$ cat src/rtl/strip_scan_ctrl.sv
`default_nettype none
`timescale 1ns/1ps
// ============================================================================
// Module   : strip_scan_ctrl
// Purpose  : Scans a column-per-word frame RAM for the leftmost inked column,
//            then fetches the test strip OFFSET columns to its right (clamped
//            to the last column). The result goes out on a valid/ready
//            handshake.
// Ports    : clk, rst_n        - clock, async active-low reset
//            start_i           - begin a scan (sampled only when idle)
//            busy_o            - controller is not idle
//            mem_rd_en_o       - frame RAM read enable
//            mem_addr_o        - frame RAM column address
//            mem_rdata_i       - column word, valid the cycle after a read
//            strip_o           - selected column word
//            strip_valid_o     - result outputs are valid
//            strip_ready_i     - consumer accepts the result
//            found_o           - an inked column existed
//            left_col_o        - index of the leftmost inked column
//            strip_col_o       - index of the column returned in strip_o
// Revision : 1.0 - initial release
// ============================================================================
module strip_scan_ctrl #(
  parameter int ROWS   = 300,
  parameter int COLS   = 200,
  parameter int OFFSET = 30,
  parameter int AW     = 8
) (
  input  logic            clk,
  input  logic            rst_n,
  input  logic            start_i,
  output logic            busy_o,
  output logic            mem_rd_en_o,
  output logic [AW-1:0]   mem_addr_o,
  input  logic [ROWS-1:0] mem_rdata_i,
  output logic [ROWS-1:0] strip_o,
  output logic            strip_valid_o,
  input  logic            strip_ready_i,
  output logic            found_o,
  output logic [AW-1:0]   left_col_o,
  output logic [AW-1:0]   strip_col_o
);

  localparam logic [AW:0]   c_COLS_EXT   = (AW+1)'(COLS);
  localparam logic [AW:0]   c_OFFSET_EXT = (AW+1)'(OFFSET);
  localparam logic [AW-1:0] c_LAST_COL   = AW'(COLS - 1);

  typedef enum logic [2:0] {
    S_IDLE  = 3'd0,
    S_SCAN  = 3'd1,
    S_FETCH = 3'd2,
    S_WAIT  = 3'd3,
    S_OUT   = 3'd4
  } state_t;

  state_t          state_q;
  logic            busy_q;
  logic            mem_rd_en_q;
  logic [AW-1:0]   mem_addr_q;
  logic [ROWS-1:0] strip_q;
  logic            strip_valid_q;
  logic            found_q;
  logic [AW-1:0]   left_col_q;
  logic [AW-1:0]   strip_col_q;

  // Next column to issue; one bit wider so it can reach COLS itself.
  logic [AW:0]     issue_addr_q;
  // Address and validity of the word currently on mem_rdata_i.
  logic [AW-1:0]   chk_addr_q;
  logic            chk_valid_q;

  logic [AW:0]     strip_sum_d;
  logic [AW-1:0]   strip_col_d;
  logic            hit_d;
  logic            last_chk_d;

  // Strip column: sum at AW+1 bits so it cannot wrap before the clamp.
  always_comb begin
    strip_sum_d = {1'b0, chk_addr_q} + c_OFFSET_EXT;
    if (strip_sum_d > {1'b0, c_LAST_COL}) begin
      strip_col_d = c_LAST_COL;
    end else begin
      strip_col_d = strip_sum_d[AW-1:0];
    end
  end

  assign hit_d      = chk_valid_q && (|mem_rdata_i);
  assign last_chk_d = chk_valid_q && (chk_addr_q == c_LAST_COL);

  always_ff @(posedge clk or negedge rst_n) begin
    if (!rst_n) begin
      state_q       <= S_IDLE;
      busy_q        <= 1'b0;
      mem_rd_en_q   <= 1'b0;
      mem_addr_q    <= '0;
      strip_q       <= '0;
      strip_valid_q <= 1'b0;
      found_q       <= 1'b0;
      left_col_q    <= '0;
      strip_col_q   <= '0;
      issue_addr_q  <= '0;
      chk_addr_q    <= '0;
      chk_valid_q   <= 1'b0;
    end else begin
      case (state_q)
        S_IDLE: begin
          if (start_i) begin
            // Read enable and address are registered, so column 0 is issued
            // here and the issue pointer already points at column 1.
            state_q      <= S_SCAN;
            busy_q       <= 1'b1;
            mem_rd_en_q  <= 1'b1;
            mem_addr_q   <= '0;
            issue_addr_q <= (AW+1)'(1);
            chk_valid_q  <= 1'b0;
          end
        end

        S_SCAN: begin
          // Track which address the RAM will present next cycle.
          chk_valid_q <= mem_rd_en_q;
          chk_addr_q  <= mem_addr_q;

          if (issue_addr_q < c_COLS_EXT) begin
            mem_rd_en_q  <= 1'b1;
            mem_addr_q   <= issue_addr_q[AW-1:0];
            issue_addr_q <= issue_addr_q + (AW+1)'(1);
          end else begin
            mem_rd_en_q <= 1'b0;
          end

          if (hit_d) begin
            // The read for chk_addr+1 issued this cycle is speculative; the
            // FETCH read replaces it and its data is never captured.
            found_q     <= 1'b1;
            left_col_q  <= chk_addr_q;
            strip_col_q <= strip_col_d;
            mem_rd_en_q <= 1'b1;
            mem_addr_q  <= strip_col_d;
            state_q     <= S_FETCH;
          end else if (last_chk_d) begin
            found_q       <= 1'b0;
            left_col_q    <= '0;
            strip_col_q   <= '0;
            strip_q       <= '0;
            mem_rd_en_q   <= 1'b0;
            strip_valid_q <= 1'b1;
            state_q       <= S_OUT;
          end
        end

        S_FETCH: begin
          mem_rd_en_q <= 1'b0;
          state_q     <= S_WAIT;
        end

        S_WAIT: begin
          strip_q       <= mem_rdata_i;
          strip_valid_q <= 1'b1;
          state_q       <= S_OUT;
        end

        S_OUT: begin
          if (strip_ready_i) begin
            strip_valid_q <= 1'b0;
            busy_q        <= 1'b0;
            state_q       <= S_IDLE;
          end
        end

        default: begin
          state_q       <= S_IDLE;
          busy_q        <= 1'b0;
          mem_rd_en_q   <= 1'b0;
          strip_valid_q <= 1'b0;
        end
      endcase
    end
  end

  assign busy_o        = busy_q;
  assign mem_rd_en_o   = mem_rd_en_q;
  assign mem_addr_o    = mem_addr_q;
  assign strip_o       = strip_q;
  assign strip_valid_o = strip_valid_q;
  assign found_o       = found_q;
  assign left_col_o    = left_col_q;
  assign strip_col_o   = strip_col_q;

endmodule
`default_nettype wire

$ cat config.mk
export PLATFORM = sky130hd
export DESIGN_NAME = strip_scan_ctrl
export DESIGN_NICKNAME = d
export VERILOG_FILES = /design/src/rtl/strip_scan_ctrl.sv
export SDC_FILE = /design/constraint.sdc
export NUM_CORES = 1
export LEC_CHECK = 0
export CAP_MARGIN = 20
export CORE_AREA = 4 4 244 246
export CTS_BUF_LIST = sky130_fd_sc_hd__clkbuf_8
export DETAILED_ROUTE_END_ITERATION = 12
export DIE_AREA = 0 0 248 250
export PLACE_DENSITY_LB_ADDON = 0.15
export SLEW_MARGIN = 25
export SYNTH_ARGS = -nofsm -noshare
export SYNTH_HDL_FRONTEND = slang
export SYNTH_SLANG_ARGS = --single-unit
$ cat constraint.sdc
create_clock -name clk -period 2.6 [get_ports clk]
set_clock_uncertainty 0.1 [all_clocks]
set_input_delay 0.65 -clock clk [delete_from_list [all_inputs] [get_ports clk]]
set_output_delay 0.65 -clock clk [all_outputs]
set_load 0.02 [all_outputs]
==> flow_summary.toml <==
[yosys]
ys_ff_latch = 349
async_flop_share_pct = 100
ys_seq_area_share_pct = 64.5
synth_ff_type = "dfrtp_1"
synth_edf_count = 0
yosys_warnings = 0
syn_nets = 1315
yosysUniqueCellTypes = 49
syn_area_sq_um = 13500
avgSynthCellArea_sq_um = 13.4
syn_inst = 1008

[sta]
relSlewSlack_pct = 63.8
period_share_pct = 110
rsz0062_at_grt = "yes"
post-route-min-period_ns = 2.87
fmax_mhz = 349
setup_slack_ns = -0.267
holdWs_ns = 0.170
finalSetupViolCount = 329
tightest_slew_ns = 0.543
final_hold_viol_count = 0
final_max_slew_viol_count = 0

[critical_path]
required_ns = 2.99
worstSetupPathType = "input port to flip-flop"
crit_path_max_fanout = 8
rr_startpoint = "chk_addr_q[2]"
r2r_end = "mem_addr_o[1]"
worstPathArrival_ns = 3.26
endpoint_kind = "flip-flop"
rr_worst_depth = 6
r2r_slack_ns = 0.09
start_kind = "input port"

[routing]
drc = 0
wl_per_cell_microns = 24.6
drt_iter0_drc = 689
antenna_left = 0
wl_microns = 67500
firstDrtPassIters = 4
routed_via_density = 4.79
vias = 13149

[finish]
drive_above_1_share_pct = 27.8
area_growth_pct = 85.1
num-fill-cells = 5433
final_util_pct = 43.7
layout_common_cells = "clkdlybuf4s50_1, dfrtp_1, a22o_1"
final_cells = 2745
fin_nets = 2238
mostFrequentLayoutCell = "clkdlybuf4s50_1"

[clock_tree]
cts_tree = "built"
ctsHtreeMaxLevel = 3
max-clock-path-buffers = 3
clock_latency_ns = 0.62
root_buffer = "clkbuf_8"
cts_buffers = 67
clkTransAtPathRegs_ns = 0.06
cts.sinks = 349

[power_and_ir_drop]
irDropWorstVdd_uv = 462
power.density_nw_per_um2 = 1160
p_leak_uw = 0.0118

[place]
gp_congestion = 0.861
dp_slack_ns = -2.10
place_inst = 2596
dp_hpwl_microns = 49000
portBuffers = 631

[worst_hold_path]
holdPathEnd = "strip_o[87]"
min-delay-start = "mem_rdata_i[87]"
hp-class = "input port to flip-flop"
whs_path_depth = 2

[run_status]
status = "finished with violations"
violations = "negative setup slack"

[die]
pin_count = 632
die_w_microns = 248
die_h_microns = 250
dieArea_sq_um = 62000
num_rows = 88
start_util_pct = 23.6
core_area_sq_um = 57400

[flow_run]
cap_violations = 0

[global_routing]
antenna_found_initial = 15
grt_usage_pct = 20.7
grt_pass1_vias = 14067
grt_pass1_wl_microns = 96400
overflow = 0
grt_max_degree = 79
[worst max-delay path: stages]
cell and delay (ns):
clkdlybuf4s50_1 0.48, nor4_1 0.34, nand4_1 0.34, nor3_2 0.26
nand2_1 0.12, nor3b_2 0.19, buf_4 0.13, o21ai_4 0.13
clkbuf_16 0.24, clkbuf_16 0.17, a22o_1 0.18
[worst max-delay path by stage]
stage                     slack, ns            to  cells after the start            start
after floorplan                0.06  strip_o[199]                      9  mem_rdata_i[65]
after global placement        -2.15  strip_o[141]                     12  mem_rdata_i[70]
after detailed placement      -2.10  strip_o[132]                     12  mem_rdata_i[70]
after CTS                     -0.22  strip_o[255]                     13  mem_rdata_i[87]
after global routing          -0.36  strip_o[266]                     13  mem_rdata_i[87]
final                         -0.27  strip_o[181]                     11  mem_rdata_i[26]
[area by class of cell]
cell class,instances,area (sq um),share of cell area (%)
timing repair buffer,931,9020,36.0
clock buffer,79,1090,4.33
clock inverter,30,160,0.638
multi-input combinational,572,5060,20.2
inverter,10,37.5,0.150
sequential,349,8730,34.8
tap,765,957,3.82
antenna,9,22.5,0.0898
[routing by layer]
| layer | GRT usage [%] | wire [microns] | vias up |
|---|---|---|---|
| li1 | - | - | 5831 |
| met1 | 25.8 | 27700 | 6668 |
| met2 | 33.8 | 32200 | 540 |
| met3 | 7.20 | 5810 | 104 |
| met4 | 6.72 | 1740 | 6 |
| met5 | 0 | 38 | - |
[through the flow]
step / cell area, sq um / setup TNS [ns] / total power [uW]
6_report: 25100 / -72.38 / 29200
3_3_place_gp: 22600 / -690.02 / 23100
3_5_place_dp: 22600 / -672.60 / 23100
2_1_floorplan: 13500 / 0 / 15700
5_1_grt: 25100 / -103.78 / 30600
4_1_cts: 24400 / -59.57 / 29000
[cells by family (layout without fill, tap and decap cells)]
family | Yosys count | after routing | share of synthesized area [%]
other cells | 0 | 9 | 0
xor+xnor | 8 | 8 | 0.573
buf+inv | 87 | 1050 | 3.80
flops | 349 | 349 | 64.5
mux | 2 | 2 | 0.148
compound gates | 359 | 359 | 22.4
simple gates | 200 | 200 | 8.35
fa+ha+maj | 3 | 3 | 0.277
[state kept, by name, indices dropped and copies added, names as in the netlist]
name	cells
strip_valid_o	1
state_q	3
busy_o	1
mem_addr_o	8
chk_addr_q	8
chk_valid_q	1
strip_col_o	8
strip_o	300
left_col_o	8
issue_addr_q	9
mem_rd_en_o	1
found_o	1
[synth_stat cells, types with 2 or more instances]
master | instances | share of area, %
and3_1 | 4 | 0.18
ha_1 | 3 | 0.28
a21o_1 | 2 | 0.11
and2_1 | 3 | 0.14
a21oi_1 | 3 | 0.11
a22o_1 | 307 | 20
o21ai_0 | 25 | 0.92
buf_6 | 23 | 1.9
buf_2 | 10 | 0.37
nand4_1 | 21 | 0.97
nand2_1 | 32 | 0.89
dfrtp_1 | 349 | 64
a31oi_1 | 2 | 0.092
o31ai_1 | 2 | 0.11
mux2i_1 | 2 | 0.15
nand2b_1 | 3 | 0.14
clkbuf_1 | 42 | 1.2
nor2_1 | 17 | 0.47
inv_1 | 10 | 0.28
nor3_1 | 5 | 0.18
a221o_1 | 5 | 0.37
nand3_1 | 18 | 0.66
nand3b_1 | 2 | 0.11
o311ai_0 | 2 | 0.13
clkbuf_2 | 2 | 0.074
nor4_1 | 79 | 3.6
nor3b_1 | 4 | 0.22
xor2_1 | 6 | 0.39
nor2b_1 | 4 | 0.18
a211oi_1 | 2 | 0.11
[what timing repair did]
action	CTS	global route
gates cloned	8	12
pin swaps	52	70
hold buffers	1	0
setup buffers	5	8
endpoints found under the setup margin	331	331
hold endpoints to repair	42	0
gates resized for setup	381	175
[power breakdown]
part           switching, uW  internal [uW]  total, uW
combinational           7290           7280      14600
sequential              1540           7810       9350
clock                   2420           2830       5250
total                  11200          17900      29200
No activity file was read; power rests on OpenSTA's default activity.
